## src/rtl/board_cursor_ctrl.sv

```systemverilog
// Chess-board cursor controller: debounced pushbuttons move a cursor square and
// a pick/place state machine emits {rank,file} move requests to the game logic.
module board_cursor_ctrl #(
  parameter int DEB_CYCLES = 1000,
  parameter int SQ_PX      = 34,
  parameter int ORG_X      = 43,
  parameter int ORG_Y      = 11
) (
  input  logic       clk,
  input  logic       rstn,
  input  logic       btn_left_n,
  input  logic       btn_up_n,
  input  logic       btn_down_n,
  input  logic       btn_right_n,
  input  logic       btn_sel_n,
  output logic [2:0] cur_file,
  output logic [2:0] cur_rank,
  output logic [9:0] cur_x,
  output logic [9:0] cur_y,
  output logic       sel_active,
  output logic       mv_valid,
  input  logic       mv_ready,
  output logic [5:0] mv_src,
  output logic [5:0] mv_dst
);

  localparam int              CW       = $clog2(DEB_CYCLES + 1);
  localparam logic [CW-1:0]   CNT_LAST = CW'(DEB_CYCLES - 1);
  localparam logic [9:0]      ORG_X10  = 10'(ORG_X);
  localparam logic [9:0]      ORG_Y10  = 10'(ORG_Y);
  localparam logic [9:0]      SQ10     = 10'(SQ_PX);

  localparam logic [1:0] IDLE     = 2'd0;
  localparam logic [1:0] PICKED   = 2'd1;
  localparam logic [1:0] WAIT_ACK = 2'd2;

  // Button bit order: 0 sel, 1 up, 2 down, 3 left, 4 right
  logic [4:0]    raw;
  logic [4:0]    sync1;
  logic [4:0]    sync2;
  logic [4:0]    deb;
  logic [4:0]    armed;
  logic [4:0]    press;
  logic [1:0]    prime;
  logic [CW-1:0] cnt [5];

  assign raw = {btn_right_n, btn_left_n, btn_down_n, btn_up_n, btn_sel_n};

  // A button is armed only once it has been seen released after the
  // synchronizer refilled, so a press held through reset gives no event.
  always_ff @(posedge clk or negedge rstn) begin
    if (!rstn) begin
      sync1 <= '1;
      sync2 <= '1;
      deb   <= '1;
      armed <= '0;
      press <= '0;
      prime <= '0;
      for (int unsigned i = 0; i < 5; i++) cnt[i] <= '0;
    end else begin
      sync1 <= raw;
      sync2 <= sync1;
      prime <= {prime[0], 1'b1};
      press <= '0;
      for (int unsigned i = 0; i < 5; i++) begin
        if (prime[1] && sync2[i]) armed[i] <= 1'b1;
        if (sync2[i] == deb[i]) begin
          cnt[i] <= '0;
        end else if (cnt[i] == CNT_LAST) begin
          cnt[i]   <= '0;
          deb[i]   <= ~deb[i];
          press[i] <= deb[i] & armed[i];
        end else begin
          cnt[i] <= cnt[i] + 1'b1;
        end
      end
    end
  end

  logic [1:0] state;
  logic       allow;
  logic       ev_sel;
  logic       ev_up;
  logic       ev_down;
  logic       ev_left;
  logic       ev_right;
  logic [5:0] cursor;

  always_comb begin
    allow    = (state != WAIT_ACK);
    ev_sel   = allow & press[0];
    ev_up    = allow & ~press[0] & press[1];
    ev_down  = allow & ~press[0] & ~press[1] & press[2];
    ev_left  = allow & ~press[0] & ~press[1] & ~press[2] & press[3];
    ev_right = allow & ~press[0] & ~press[1] & ~press[2] & ~press[3] & press[4];
    cursor   = {cur_rank, cur_file};
  end

  always_ff @(posedge clk or negedge rstn) begin
    if (!rstn) begin
      cur_file <= '0;
      cur_rank <= '0;
    end else begin
      if (ev_up && cur_rank != 3'd0)    cur_rank <= cur_rank - 3'd1;
      if (ev_down && cur_rank != 3'd7)  cur_rank <= cur_rank + 3'd1;
      if (ev_left && cur_file != 3'd0)  cur_file <= cur_file - 3'd1;
      if (ev_right && cur_file != 3'd7) cur_file <= cur_file + 3'd1;
    end
  end

  always_ff @(posedge clk or negedge rstn) begin
    if (!rstn) begin
      cur_x <= ORG_X10;
      cur_y <= ORG_Y10;
    end else begin
      cur_x <= ORG_X10 + 10'(cur_file) * SQ10;
      cur_y <= ORG_Y10 + 10'(cur_rank) * SQ10;
    end
  end

  always_ff @(posedge clk or negedge rstn) begin
    if (!rstn) begin
      state      <= IDLE;
      sel_active <= 1'b0;
      mv_valid   <= 1'b0;
      mv_src     <= '0;
      mv_dst     <= '0;
    end else begin
      case (state)
        IDLE: begin
          if (ev_sel) begin
            mv_src     <= cursor;
            sel_active <= 1'b1;
            state      <= PICKED;
          end
        end
        PICKED: begin
          if (ev_sel) begin
            if (cursor == mv_src) begin
              sel_active <= 1'b0;
              state      <= IDLE;
            end else begin
              mv_dst   <= cursor;
              mv_valid <= 1'b1;
              state    <= WAIT_ACK;
            end
          end
        end
        WAIT_ACK: begin
          if (mv_ready) begin
            mv_valid   <= 1'b0;
            sel_active <= 1'b0;
            state      <= IDLE;
          end
        end
        default: begin
          state      <= IDLE;
          sel_active <= 1'b0;
          mv_valid   <= 1'b0;
        end
      endcase
    end
  end

endmodule

```

## config.mk

```make
export PLATFORM = sky130hd
export DESIGN_NAME = board_cursor_ctrl
export DESIGN_NICKNAME = d
export VERILOG_FILES = /design/src/rtl/board_cursor_ctrl.sv
export SDC_FILE = /design/constraint.sdc
export NUM_CORES = 1
export LEC_CHECK = 0
export CAP_MARGIN = 20
export CORE_ASPECT_RATIO = 0.6
export CORE_MARGIN = 2
export CORE_UTILIZATION = 45
export DETAILED_ROUTE_END_ITERATION = 8
export PLACE_DENSITY = 0.74
export SLEW_MARGIN = 10
export SYNTH_ARGS = -nofsm -noshare
export SYNTH_HDL_FRONTEND = slang
export SYNTH_SLANG_ARGS = --single-unit
```

## constraint.sdc

```tcl
create_clock -name clk -period 3.35 [get_ports clk]
set_clock_uncertainty 0.2 [all_clocks]
set_input_delay 0.5025 -clock clk [delete_from_list [all_inputs] [get_ports clk]]
set_output_delay 0.5025 -clock clk [all_outputs]
set_load 0.02 [all_outputs]
```

==> results.toml <==
[status]
run_status = "finished clean"

[final_layout]
n_antenna_cell = 0
proportion_of_layout_cells_with_a_drive_suffix_above_1_pct = 13.7
mostFrequentLayoutCells = "sky130_fd_sc_hd__dfrtp_1 (93), sky130_fd_sc_hd__nor2_1 (61), sky130_fd_sc_hd__clkdlybuf4s50_1 (41)"
layout_commonest_cell = "sky130_fd_sc_hd__dfrtp_1"
syn2layout_area_growth_pct = 18.4
non_filler_instances = 622
finish.net_count = 499

[yosys]
synth_cell_types = 42
ys_seq_elements = 112
avgSynthCellArea_um2 = 11.5
synthTopCellsByArea = "sky130_fd_sc_hd__dfrtp_1 (48%), sky130_fd_sc_hd__dfstp_2 (10%), sky130_fd_sc_hd__nor2_1 (4.7%), sky130_fd_sc_hd__mux2_2 (4.6%), sky130_fd_sc_hd__xor2_1 (4.1%)"
ys_async_sr_fraction_pct = 100
synth.yosys.seq_area_share_pct = 57.9
netlist_area_um2 = 4880
post_synth_inst_count = 426
ys.warnings.count = 0
synth_largest_area_cell = "sky130_fd_sc_hd__dfrtp_1"
synth-main-ff-cell = "sky130_fd_sc_hd__dfrtp_1"
synth.top_cell.area_share_pct = 47.7
synth_edf_count = 0

[clocking]
clock_slew_at_the_register_clock_pins_of_the_worst_setup_and_hold_paths_ns = 0.07
clock_tree.root_cell = "sky130_fd_sc_hd__clkbuf_16"
clkLatencyLatePin_ns = 0.35
number_of_clock_sinks = 112
cts-htree-levels = 3
cts_inserted_buffers = 9
bufs_on_longest_clock_path = 2
post-cts-setup-buffer-count = 0
cts_tree = "done"

[power_and_ir_drop]
total_power_mw = 2.58
total_leakage_power_nw = 2.53
pwr_density_cell_nw_per_um2 = 446
power.ir.vdd_worst_mv = 0.322

[detailed_routing]
drt.antenna.violating_nets = 0
first_iter_violations = 170
wl_per_cell_um = 13.6
routed-via-count = 3186
detail_route.vias_per_cell = 5.12
route.final.wire_length_um = 8440
drt_pre_antenna_iters = 4
post_detailed_route_drc_marker_count = 0

[floorplanning]
core_region_area_um2 = 10600
dieWidth_um = 138
start_util_pct = 46.2
floorplan.io_pins = 48
row_count = 29
die_height_um = 84.7
fp.dieArea_um2 = 11700

[setup_path]
timing.critical_path.to_type = "register"
startpoint = "cur_file[0]"
crit_top_cell = "sky130_fd_sc_hd__ha_1"
path_delay_family = "adder cells"
critical_path.startpoint_type = "register"
cell_count_of_the_worst_reg_to_reg_path = 8
ff2ff_setup_slack_ns = 0.72
worstPathCellList = "ha_1, ha_1, nor3b_1, nand2_1, fa_1, a22o_1, a21oi_1, a31oi_1"
criticalPathCategory = "register to register"
timing.rr.end = "cur_file[2]"
path_buf_inv = 0
worst_path_max_delay_cell = "sky130_fd_sc_hd__dfrtp_1"
crit_cells = 8
worst-endpoint-required_ns = 3.37
path_max_fanout = 8
timing.critical_path.arrival_ns = 2.65
r2r-start = "cur_file[0]"
critical_path.endpoint = "cur_file[2]"
slowest_delay_ns = 0.49

[placed_design]
detailedPlacementHpwl_um = 6000
routabilityCongestion = 0.814
place.detailed.instances = 605
port_buffers = 42

[timing]
post-route-period-util_pct = 78.6
final_slew_viol_count = 0
setup_tns_ns = 0
setup_repair_after_global_routing_missed_its_margin = "false"
slew_headroom_pct = 55.9
achievable-frequency_mhz = 380
period_minus_slack_ns = 2.63
hold_viol_final = 0
setup_viol_count_final = 0
max_slew.worst_pin.slew_ns = 0.662

[global_routing]
grt_usage_pct = 15.7
grt_start_max_net_pins = 61
antenna_found_initial = 0
grt_pass1_wl_um = 14800
vias_in_the_first_global_route = 3097
global_route.overflow_total = 0

[worst_hold_path]
holdCritStartpoint = "sync1[4]"
holdCritPathClass = "register to register"
min_delay_path_depth = 0

[job]
maxCapViolCount = 0
## per-layer routing
layer | vias to the layer above | GRT usage (%) | wire, um | share of wire [%]
li1 | 1566 | - | - | -
met1 | 1547 | 23.3 | 4370 | 52
met2 | 69 | 22.5 | 3580 | 42
met3 | 4 | 4.85 | 435 | 5.2
met4 | 0 | 4.17 | 53 | 0.63
met5 | - | 0 | 0 | 0
## report_power, final
group / total, mW / internal, mW / switching (mW) / leakage, nW
clock network: 1.10 / 0.611 / 0.486 / 0.151
registers: 1.40 / 1.38 / 0.0219 / 1.45
logic: 0.0827 / 0.0276 / 0.0551 / 0.923
total: 2.58 / 2.02 / 0.563 / 2.53
## stage by stage
step	utilization, %	setup WS (ns)	hold slack, ns	instance area (um2)
floorplan	-	0.871	0.00691	4900
global placement	51.7	0.876	0.133	5460
detailed placement	51.7	0.730	0.136	5460
CTS	54.7	0.718	0.156	5780
global route	54.7	0.487	0.159	5780
finish	54.7	0.716	0.157	5780
## logic make-up after synthesis
| family | Yosys count | synth area share [%] |
|---|---|---|
| buffers and inverters | 26 | 2.54 |
| adder cells (fa/ha/maj) | 13 | 3.64 |
| flip-flops | 112 | 57.9 |
| other | 2 | 0.154 |
| multiplexers | 21 | 4.82 |
| XOR/XNOR | 44 | 7.89 |
| AO/OA/AOI/OAI | 50 | 7.15 |
| AND/OR/NAND/NOR | 158 | 15.9 |
## area by class of cell
class	count	area (um2)
clock buffer	10	239
clock inverter	6	75.1
fill	874	4780
inverter	19	71.3
multi-input combinational	292	1950
sequential	112	2830
tap	139	174
timing repair buffer	44	448
## how the worst min path moves through the flow
stage | endpoint | slack [ns]
floorplan | armed[0] | 0.007
global placement | prime[1] | 0.13
detailed placement | prime[1] | 0.14
CTS | prime[1] | 0.16
global route | prime[1] | 0.16
finish | sync2[4] | 0.16
## registers in the layout, summed over array words and instances (netlist names), 2 cells and up
register	count
sync2	5
mv_src	6
deb	5
sync1	5
state	2
cur_x	6
cur_file	3
mv_dst	6
prime	2
cur_rank	3
press	5
cnt	50
armed	5
cur_y	7
## Yosys cell counts (13+ instances only)
library cell and number:
sky130_fd_sc_hd__dfrtp_1 93, sky130_fd_sc_hd__nor2_1 61, sky130_fd_sc_hd__nand2_1 23, sky130_fd_sc_hd__xor2_1 23, sky130_fd_sc_hd__nand3_1 22, sky130_fd_sc_hd__xnor2_1 21, sky130_fd_sc_hd__mux2_2 20, sky130_fd_sc_hd__dfstp_2 19
sky130_fd_sc_hd__inv_1 19, sky130_fd_sc_hd__a21oi_1 13
## what timing repair did
item,4_1_cts,5_1_grt
resized for setup,0,0
endpoints found under the hold margin,30,0
hold buffers,1,0
endpoints found under the setup margin,0,0
No activity file was read; power rests on OpenSTA's default activity.
